==> config.mk <==
export PLATFORM = sky130hd
export DESIGN_NAME = rca_seq_adder_ctrl
export DESIGN_NICKNAME = d
export VERILOG_FILES = /design/src/rtl/rca_seq_adder_ctrl.sv
export SDC_FILE = /design/constraint.sdc
export NUM_CORES = 1
export LEC_CHECK = 0
export BUFFER_PORTS_ARGS = -buffer_cell sky130_fd_sc_hd__buf_4
export CORE_UTILIZATION = 44
export CTS_CLUSTER_SIZE = 20
export DETAILED_ROUTE_END_ITERATION = 10
export PLACE_DENSITY = 0.67
export SYNTH_ARGS = -nofsm -noshare
export SYNTH_HDL_FRONTEND = slang
export SYNTH_SLANG_ARGS = --single-unit
==> constraint.sdc <==
create_clock -name clk -period 5.88 [get_ports clk]
set_input_delay 1.47 -clock clk [delete_from_list [all_inputs] [get_ports clk]]
set_output_delay 1.47 -clock clk [all_outputs]
set_load 0.005 [all_outputs]
==> src/rtl/rca_seq_adder_ctrl.sv <==
// Multi-cycle WIDTH-bit add/subtract: one 4-bit ripple-carry adder is stepped over the
// operand nibbles (LSB nibble first), with valid/ready handshakes on command and result.

module rca_4bit (
   input  logic [3:0] a,
   input  logic [3:0] b,
   input  logic       ci,
   output logic [3:0] s,
   output logic       co
);
   logic [4:0] c;

   assign c[0] = ci;
   for (genvar i = 0; i < 4; i++) begin : g_fa
      assign s[i]   = a[i] ^ b[i] ^ c[i];
      assign c[i+1] = (a[i] & b[i]) | (c[i] & (a[i] ^ b[i]));
   end
   assign co = c[4];
endmodule

module rca_seq_adder_ctrl #(
   parameter int WIDTH = 16
) (
   input  logic             clk,
   input  logic             rst_n,
   input  logic             start_valid,
   output logic             start_ready,
   input  logic [WIDTH-1:0] op_a,
   input  logic [WIDTH-1:0] op_b,
   input  logic             cin,
   input  logic             sub,
   output logic             res_valid,
   input  logic             res_ready,
   output logic [WIDTH-1:0] sum,
   output logic             cout,
   output logic             ovf
);
   localparam int NIB = WIDTH / 4;
   localparam int IW  = $clog2(NIB);

   typedef enum logic [1:0] {IDLE, RUN, DONE} state_t;

   state_t           state;
   logic [WIDTH-1:0] a_q, b_q, sum_q;
   logic             carry_q, cout_q, ovf_q;
   logic [IW-1:0]    idx_q;

   logic [3:0]       nib_a, nib_b, nib_s;
   logic             nib_co;

   assign nib_a = a_q[4*idx_q +: 4];
   assign nib_b = b_q[4*idx_q +: 4];

   rca_4bit u_rca (
      .a  (nib_a),
      .b  (nib_b),
      .ci (carry_q),
      .s  (nib_s),
      .co (nib_co)
   );

   always_ff @(posedge clk or negedge rst_n) begin
      if (!rst_n) begin
         state   <= IDLE;
         a_q     <= '0;
         b_q     <= '0;
         sum_q   <= '0;
         carry_q <= 1'b0;
         cout_q  <= 1'b0;
         ovf_q   <= 1'b0;
         idx_q   <= '0;
      end else begin
         case (state)
            IDLE: if (start_valid) begin
               // Subtraction is a + ~b + 1: invert B once here, seed the carry with 1.
               a_q     <= op_a;
               b_q     <= sub ? ~op_b : op_b;
               carry_q <= sub ? 1'b1 : cin;
               idx_q   <= '0;
               state   <= RUN;
            end
            RUN: begin
               sum_q[4*idx_q +: 4] <= nib_s;
               carry_q             <= nib_co;
               if (idx_q == IW'(NIB - 1)) begin
                  cout_q <= nib_co;
                  ovf_q  <= (a_q[WIDTH-1] == b_q[WIDTH-1]) && (nib_s[3] != a_q[WIDTH-1]);
                  idx_q  <= '0;
                  state  <= DONE;
               end else begin
                  idx_q <= idx_q + IW'(1);
               end
            end
            DONE: if (res_ready) state <= IDLE;
            default: state <= IDLE;
         endcase
      end
   end

   assign start_ready = (state == IDLE);
   assign res_valid   = (state == DONE);
   assign sum         = sum_q;
   assign cout        = cout_q;
   assign ovf         = ovf_q;
endmodule

-- Word-level counts from Yosys, hierarchy flattened
Cells that the tools add are included.
- flip-flop bits (word level): 55
- input port bits: 38
- output and inout bits: 20
- logic and storage cells: 62
- add/subtract/negate cells: 2
- equality and inequality tests: 8
- shift-type cells: 4
- muxes and demuxes: 12
- bitwise logic cells: 21
- reduce and logical (&&, ||, !) cells: 7
- operators with widths (operator ; number):
    negation 4 -> 34 bit ; 1
    variable shift 4 x 34 -> 16 bit (first input constant) ; 1
    indexed part select 4 x 34 -> 16 bit ; 1
    indexed part select 16 x 5 -> 4 bit ; 2
    bitwise mux 16 bit ; 1
    2-to-1 mux 16 bit ; 1
    inverter 16 bit ; 1
    2-to-1 mux 2 bit ; 5
    bitwise AND 1 bit ; 8
    bitwise XOR 1 bit ; 8
    one-hot mux 2 bit (3 select lines) ; 1
    AND reduction 2 bit ; 3
    equality test 2 bit (second input constant) ; 2
    inequality test 2 bit (second input constant) ; 2
    OR 1 bit ; 4
    one-hot mux 2 bit (2 select lines) ; 1
    AND reduction 3 bit ; 1
    adder 2 x 1 -> 2 bit (second input constant) ; 1
    equality test 2 x 1 -> 1 bit (second input constant) ; 1
    logical NOT 2 bit ; 1
    2-to-1 mux 1 bit ; 2
    inequality test 2 x 1 -> 1 bit (second input constant) ; 1
    one-hot mux 1 bit (2 select lines) ; 1
    nonzero test 2 bit ; 1
    other kinds (3) ; 3

-- Logic depth before layout (Yosys ltp)
Gate-level depths: netlist of run 1.
- depth after elaboration: 11
- gate-level depth with buffers: 11
- mapped depth without buffers: 10

-- By module
From an unflattened synthesis of run 1, not the netlist that was laid out.
- cell total of the unflattened synthesis: 242
- area, all modules: 2788.9 um^2
- modules (own cells, without submodules) (module ; times used ; cells an instance ; area each (um^2) ; sequential area each (um^2)):
    rca_seq_adder_ctrl ; 1 ; 228 ; 2671.3 ; 1376.3
    rca_4bit ; 1 ; 14 ; 117.6 ; 0.0

-- Worst setup path before layout of run 1
OpenSTA, ideal clock, no wires.
- kind: register -> register
- from: register idx_q[1]
- to: register ovf_q, in the netlist ovf
- library setup time: 0.128 ns
- arrival: 2.699 ns
- data required time: 5.752 ns
- path slack: 3.053 ns
- cell stages (with the launch flop): 12
- buffers on the path: 1
- period minus slack after synthesis: 2.827 ns
- path through: dfrtp_1 clkbuf_1 mux4_2 inv_1 fa_1 fa_1 inv_1 fa_1 fa_1 nor3b_1 a21oi_1 o21ai_0
- cells in the longest elaborated chain, start to end: 11
- elaborated cells on any way between the ends: 20
- classes of those cells: eq/ne: 2; shift: 2; bitwise: 14; reduce/logical: 2
- RTL lines (what ; line ; RTL):
    start, declared ; 46 ; logic [IW-1:0] idx_q;
    start signal, assigned ; 91 ; idx_q <= idx_q + IW'(1);
    indexed part select 16 x 5 -> 4 bit, on equally long branches ; 51, 52 ;
    bitwise XOR 1 bit ; 16 ; assign c[i+1] = (a[i] & b[i]) | (c[i] & (a[i] ^ b[i]));
    bitwise AND 1 bit ; 16 ;
    OR 1 bit ; 16 ;
    bitwise AND 1 bit ; 16 ;
    OR 1 bit ; 16 ;
    bitwise AND 1 bit ; 16 ;
    OR 1 bit ; 16 ;
    bitwise XOR 1 bit ; 15 ; assign s[i] = a[i] ^ b[i] ^ c[i];
    inequality test 1 bit ; 87 ; ovf_q <= (a_q[WIDTH-1] == b_q[WIDTH-1]) && (nib_s[3] != a_q[WIDTH-1]);
    logical AND 1 bit ; 87 ;
    end signal, assigned ; 87 ;
    end, declared ; 45 ; logic carry_q, cout_q, ovf_q;
Several ways; a longest one is shown, not always the timed one.
A chain may end at the register's enable or synchronous reset.

-- Worst setup path after layout of run 1
- from: register idx_q[0]
- to: register ovf_q, in the netlist ovf
Same word-level chain as after synthesis.

==> summary.md, run 1 <==
* Syn. warnings: 0
* sink count of the clock tree: 55
* netlist area before placement: 2710 µm²
* cell leakage power: 1.45 nW
* simple-gate share of the synthesized area: 10.5%
* Chip Width: 80.4 µm
* DRC Markers: 0
* post-layout instance count excluding filler cells: 349
* post-CTS setup buffers: 0
* number of rows created at floorplan: 28
* number of buffers added to fix hold violations after cts: 0
* worst-case clock buffer depth: 2
* total detailed-routing wirelength: 4970 µm
* post-route fraction of the period consumed by the critical path: 57.0%
* Syn-to-layout area delta: 19.7%
* Min Clock Period, post-route: 3.35 ns
* half-perimeter wire length after detailed placement: 3610 µm
* number of global-route vias before repair: 1,821
* cells along the critical path: mux4_2 -> inv_1 -> fa_1 -> fa_1 -> inv_1 -> fa_1 -> fa_1 -> nor3b_1 -> a21oi_1 -> o21ai_0
* proportion of layout cells with a drive suffix above 1: 30.3%
* number of enable-type register cells in the synthesized netlist: 0
* headroom to the max-slew limit: 48.1%
* number of levels in the clock H-tree: 2
* Setup crit end kind: register
* data arrival time of the critical path: 3.58 ns
* xor and xnor fraction of the mapped netlist area: 5.18%
* die area: 6470 µm²
* final hold viol count: 0
* VDD IR max: 0.287 mV
* final global-route overflow total: 0
* most used flip-flop cell after synthesis: sky130_fd_sc_hd__dfrtp_1
* Max stage delay cell, worst path: sky130_fd_sc_hd__dfrtp_1
* vias after detailed routing: 1,802
* CP bufs+invs: 2
* cell family with the largest share of critical-path delay: adder cells
* io pins: 58
* Post-Synth Adder-Cell Area: 5.74%
* net count after synthesis: 268
* multiplexer share of the synthesized area: 13.7%
* max-slew violation count: 0
* synthesized instance count: 220
* flops & latches, synth: 55
* average instance area after synthesis: 12.3 µm²
* CTS tree: yes
* chip height: 80.4 µm
* max capacitance violation total: 0
* first-pass GRT wire length: 8460 µm
* overall track demand over capacity in global routing: 17.5%
* clock tree root driver cell: sky130_fd_sc_hd__clkbuf_8
* result of the run: finished clean
* Clk Latency, worst-skew pair: 0.31 ns
* antenna violations before repair: 0
* final-layout setup total negative slack: 0 ns
* Core Area: 5920 µm²
* share of the synthesized area in compound gates (AO/OA/AOI/OAI): 9.76%
* Hold/Removal Path Class: register to register
* initial standard-cell utilization of the core: 45.7%
* Crit path required time: 6.11 ns
* detailed-route vias per instance: 5.16
* initial detailed-routing violation count: 72
* sequential area share after synthesis: 50.9%
* Avg WL per Cell: 14.2 µm
* placed instance count: 341
* Fin Clk Skew: 0.00870 ns
* combinational family with the most area after synthesis: multiplexers
* buffers added on ports: 57
* critical setup path kind: register to register
* setup repair after global routing missed its margin: no
* Unique masters post-synth: 32
* stage delay of the slowest cell on the critical path: 0.86 ns
* areal power density over the cells: 549 nW/µm²
* Worst-path clk slew: 0.10 ns
* DR pass1 iterations: 4
* pin count of the biggest net entering global routing: 56
* most prevalent standard cell on the critical path: sky130_fd_sc_hd__fa_1
* gpl congestion: 0.745
* Post-DRT Antenna Nets: 0
* final-stage net count: 321
* number of CTS-inserted buffers: 5
* count of inserted antenna diode cells: 0
* transition at the pin with the smallest max-transition slack: 0.779 ns
* crit-path max FO: 17
* share of flip-flops with an asynchronous set or reset: 100%
* total of endpoints with negative setup slack in the final report: 0
* type of origin of the critical path: register
* number of resized instances in the post-cts repair step: 0
* upper clock frequency limit: 0.299 GHz
path summary, 6_finish.rpt:
path,startpoint,end,slack [ns],cells after the start
min in group asynchronous,rst_n,sum[14],1.18,1
setup / recovery,idx_q[0],ovf,2.53,10
setup reg to reg,idx_q[0],ovf,2.53,10
max in group asynchronous,rst_n,b_q[15],4.23,1
hold / removal,sum[4],sum[4],0.48,2
hold reg to reg,sum[4],sum[4],0.48,2
cell type report:
class | count | area (µm²)
Fill cell | 521 | 2680
Sequential cell | 55 | 1380
Multi-Input combinational cell | 144 | 1210
Timing Repair Buffer | 58 | 435
Tap cell | 75 | 93.8
Clock buffer | 5 | 68.8
Inverter | 9 | 33.8
Clock inverter | 3 | 15.0
flip-flops by register name, summed over array words and instances, names as in the netlist:
signal   cells
state        2
a_q         16
ovf          1
b_q         16
sum         16
cout         1
idx_q        2
carry_q      1
stage by stage:
step / utilization, % / total power, W / cell area, µm² / worst slack [ns] / hold slack (ns)
after floorplan: - / 0.00132 / 2710 / 3.05 / 0.452
after global placement: 53.3 / 0.00157 / 3150 / 2.60 / 0.461
after detailed placement: 53.3 / 0.00160 / 3150 / 2.42 / 0.463
after CTS: 54.7 / 0.00181 / 3240 / 2.44 / 0.486
after global routing: 54.7 / 0.00193 / 3240 / 2.18 / 0.523
final: 54.7 / 0.00178 / 3240 / 2.53 / 0.483
power breakdown:
group	switching [W]	internal, W
combinational	0.000451	0.000436
sequential	0.000144	0.000546
clock	0.000119	0.0000818
total	0.000714	0.00106
logic make-up after synthesis:
kind of cell	Yosys count
AO/OA/AOI/OAI	40
XOR/XNOR	16
AND/OR/NAND/NOR	53
buffers and inverters	21
adder cells (fa/ha/maj)	10
multiplexers	25
flip-flops	55
metal layers:
layer	share of wire (%)	routed length (µm)	track usage, %	vias up
met2	49	2450	29.8	47
li1	-	-	-	874
met5	0	0	0	-
met3	5.2	258	3.64	7
met1	44	2190	21.9	874
met4	1.3	67	5.89	0
synth_stat cells, drive strengths merged, types with 2 or more instances:
library cell	number	area share, %
a21oi	17	3.1
a22o	2	0.65
buf	11	2.8
dfrtp	55	51
fa	4	3.0
ha	6	2.8
inv	9	1.2
mux2	17	7.1
mux4	8	6.7
nand2	19	2.6
nand2b	5	1.2
nand3b	5	1.9
nor2	17	2.4
nor2b	2	0.46
nor3b	2	0.97
o21ai	5	1.2
o31ai	8	2.2
o41ai	6	1.9
xnor2	16	5.2
layout by cell type, fill, tap and decap left out:
cell | Yosys | routed
sky130_fd_sc_hd__a21oi_1 | 17 | 17
sky130_fd_sc_hd__a22o_1 | 2 | 2
sky130_fd_sc_hd__buf_4 | 4 | 58
sky130_fd_sc_hd__clkbuf_8 | 0 | 5
sky130_fd_sc_hd__clkinv_2 | 0 | 3
sky130_fd_sc_hd__dfrtp_1 | 55 | 55
sky130_fd_sc_hd__fa_1 | 4 | 4
sky130_fd_sc_hd__ha_1 | 6 | 6
sky130_fd_sc_hd__inv_1 | 9 | 9
sky130_fd_sc_hd__mux2_1 | 13 | 13
sky130_fd_sc_hd__mux2_2 | 4 | 4
sky130_fd_sc_hd__mux4_2 | 8 | 8
sky130_fd_sc_hd__nand2_1 | 19 | 19
sky130_fd_sc_hd__nand2b_1 | 5 | 5
sky130_fd_sc_hd__nand3b_1 | 4 | 4
sky130_fd_sc_hd__nand3b_4 | 1 | 1
sky130_fd_sc_hd__nor2_1 | 17 | 17
sky130_fd_sc_hd__nor2b_1 | 2 | 2
sky130_fd_sc_hd__nor3b_1 | 1 | 1
sky130_fd_sc_hd__nor3b_4 | 1 | 1
sky130_fd_sc_hd__nor4b_1 | 1 | 1
sky130_fd_sc_hd__o21ai_0 | 3 | 3
sky130_fd_sc_hd__o21ai_2 | 2 | 2
sky130_fd_sc_hd__o21bai_1 | 1 | 1
sky130_fd_sc_hd__o311ai_0 | 1 | 1
sky130_fd_sc_hd__o31ai_1 | 8 | 8
sky130_fd_sc_hd__o41ai_1 | 6 | 6
sky130_fd_sc_hd__or3_1 | 1 | 1
sky130_fd_sc_hd__or4b_4 | 1 | 1
sky130_fd_sc_hd__xnor2_1 | 16 | 16
worst min-delay path, cell delays in order, from the launching register on:
cell                      delay [ns]
sky130_fd_sc_hd__dfrtp_1        0.35
sky130_fd_sc_hd__nand2_1        0.05
sky130_fd_sc_hd__o41ai_1        0.05
Note: power is estimated with default switching activity, not from simulation.
==> run 2: changes to the inputs <==
--- a/config.mk
+++ b/config.mk
@@ -9,7 +9,7 @@
 export CORE_UTILIZATION = 44
 export CTS_CLUSTER_SIZE = 20
 export DETAILED_ROUTE_END_ITERATION = 10
-export PLACE_DENSITY = 0.67
+export PLACE_DENSITY = 0.69
 export SYNTH_ARGS = -nofsm -noshare
 export SYNTH_HDL_FRONTEND = slang
 export SYNTH_SLANG_ARGS = --single-unit
==> constraint.sdc (replaced) <==
create_clock -name clk -period 2.87 [get_ports clk]
set_input_delay 0.7175 -clock clk [delete_from_list [all_inputs] [get_ports clk]]
set_output_delay 0.7175 -clock clk [all_outputs]
set_load 0.005 [all_outputs]
==> run 2 against run 1 <==
Compared with the run above: sequential share of layout area shrank 1.1 points; die area is the same; wire length grew 6.6%; register-to-register slack lost 2.5 ns; critical endpoint is now sum[15]; largest cell class unchanged.
==> summary.md, run 2 (synthesized netlist as in run 1, its figures left out) <==
* final-layout setup total negative slack: 0 ns
* Chip Width: 80.4 µm
* number of global-route vias before repair: 1,820
* count of inserted antenna diode cells: 0
* areal power density over the cells: 1180 nW/µm²
* CTS tree: yes
* post-route fraction of the period consumed by the critical path: 99.1%
* crit-path max FO: 4
* part of the power in combinational logic: 53.5%
* Crit path required time: 3.10 ns
* Post-DRT Antenna Nets: 0
* chip height: 80.4 µm
* Clk Latency, worst-skew pair: 0.32 ns
* capture instance of the worst register-to-register path: sum[15]
* half-perimeter wire length after detailed placement: 3760 µm
* VDD IR max: 0.735 mV
* total of endpoints with negative setup slack in the final report: 0
* upper clock frequency limit: 0.352 GHz
* cell leakage power: 1.48 nW
* vias after detailed routing: 1,845
* Setup crit end kind: register
* sequential power share: 34.8%
* initial detailed-routing violation count: 55
* first-pass GRT wire length: 8580 µm
* net load switching power: 0.00159 W
* buffers added on ports: 57
* Min Clock Period, post-route: 2.84 ns
* Worst Setup Slack, final: 0.0251 ns
* transition at the pin with the smallest max-transition slack: 0.699 ns
* DR pass1 iterations: 4
* number of rows created at floorplan: 28
* pin count of the biggest net entering global routing: 56
* data arrival time of the critical path: 3.07 ns
* Avg WL per Cell: 15.0 µm
* worst setup slack after placement: -0.0337 ns
* antenna violations before repair: 0
* overall track demand over capacity in global routing: 18.1%
* worst-case clock buffer depth: 2
* post-detailed-placement cell area: 3200 µm²
* Syn-to-layout area delta: 22.9%
* total detailed-routing wirelength: 5300 µm
* total non-filler cell area in the finished layout: 3330 µm²
* gpl congestion: 0.762
* sink count of the clock tree: 55
* critical setup path kind: register to register
* final-stage net count: 325
* share of power burned in the clock network: 11.7%
* final hold viol count: 0
* minimum setup slack among reg-to-reg paths: 0.03 ns
* number of CTS-inserted buffers: 5
* most common library cell in the layout ignoring fill and taps: sky130_fd_sc_hd__buf_4
* io pins: 58
* result of the run: finished clean
* leading cell types in the layout, fill and taps excluded: 60 x sky130_fd_sc_hd__buf_4, 54 x sky130_fd_sc_hd__dfrtp_1, 19 x sky130_fd_sc_hd__nand2_1
* detailed-route vias per instance: 5.23
* headroom to the max-slew limit: 53.4%
* die area: 6470 µm²
* number of levels in the clock H-tree: 2
* setup repair after global routing missed its margin: yes
* proportion of layout cells with a drive suffix above 1: 34.9%
* type of origin of the critical path: register
* max-slew violation count: 0
* clock tree root driver cell: sky130_fd_sc_hd__clkbuf_8
* initial standard-cell utilization of the core: 45.7%
* max capacitance violation total: 0
* Hold/Removal Path Class: input pin to asynchronous set/reset pin
* number of buffers added to fix hold violations after cts: 0
* DRC Markers: 0
* Worst-path clk slew: 0.10 ns
* share of total power consumed by net switching: 40.5%
* critical register-to-register path startpoint: idx_q[0]
* Core Area: 5920 µm²
* depth of the worst register-to-register path: 9
* Power Internal: 0.00233 W
* Fin Clk Skew: 0.0101 ns
* final global-route overflow total: 0
## run 2: repair_timing
action                     in CTS  in global routing
hold endpoints to repair        0                  0
pin swaps                       0                  4
gates resized for setup         2                 10
setup endpoints to repair       3                  4
setup buffers                   0                  0
## run 2: worst max-delay path by stage
stage | end | cells after the start | start | slack (ns)
2_1_floorplan | ovf | 11 | idx_q[1] | 0.04
3_3_place_gp | ovf | 10 | idx_q[0] | 0.08
3_5_place_dp | ovf | 10 | idx_q[0] | -0.03
4_1_cts | ovf | 10 | idx_q[0] | 0.02
5_1_grt | ovf | 10 | idx_q[0] | -0.12
6_report | sum[15] | 9 | idx_q[0] | 0.03
## run 2: metrics by stage
step	utilization [%]	hold slack [ns]	total power [W]	std cells
global placement	54.0	0.460	0.00329	345
floorplan	-	0.422	0.00270	220
global route	56.2	0.487	0.00423	353
finish	56.2	0.432	0.00392	353
detailed placement	54.0	0.464	0.00336	345
CTS	55.7	0.461	0.00383	353
## run 2: final cells by class
type	count	area, µm²
multi-input cells	144	1240
clock buffers	6	82.6
clock inverters	2	16.3
repair buffers	62	482
flip-flops and latches	55	1380
inverters	9	33.8
well taps	75	93.8
fillers	526	2590
## run 2: worst max-delay path: stages, from the launching register on
cell and delay [ns]:
sky130_fd_sc_hd__dfrtp_2 0.43, sky130_fd_sc_hd__mux4_2 0.53, sky130_fd_sc_hd__inv_2 0.08, sky130_fd_sc_hd__fa_2 0.20, sky130_fd_sc_hd__fa_2 0.21, sky130_fd_sc_hd__inv_2 0.04, sky130_fd_sc_hd__fa_2 0.36, sky130_fd_sc_hd__fa_2 0.59
sky130_fd_sc_hd__nand2b_1 0.13, sky130_fd_sc_hd__o31ai_1 0.20
## run 2: metal layers
metal | GRT usage, % | wire (µm) | up-vias
met5 | 0 | 0 | -
met4 | 5.54 | 63 | 0
li1 | - | - | 877
met1 | 23.2 | 2400 | 911
met3 | 4.43 | 247 | 6
met2 | 30.2 | 2590 | 51
## run 2: power by group through the flow
| stage | clock [W] | combinational, W | sequential, W |
|---|---|---|---|
| 2_1_floorplan | 0 | 0.00142 | 0.00128 |
| 3_5_place_dp | 0 | 0.00198 | 0.00138 |
| 6_report | 0.000457 | 0.00210 | 0.00136 |
| 3_3_place_gp | 0 | 0.00191 | 0.00138 |
| 5_1_grt | 0.000500 | 0.00232 | 0.00141 |
| 4_1_cts | 0.000471 | 0.00199 | 0.00137 |
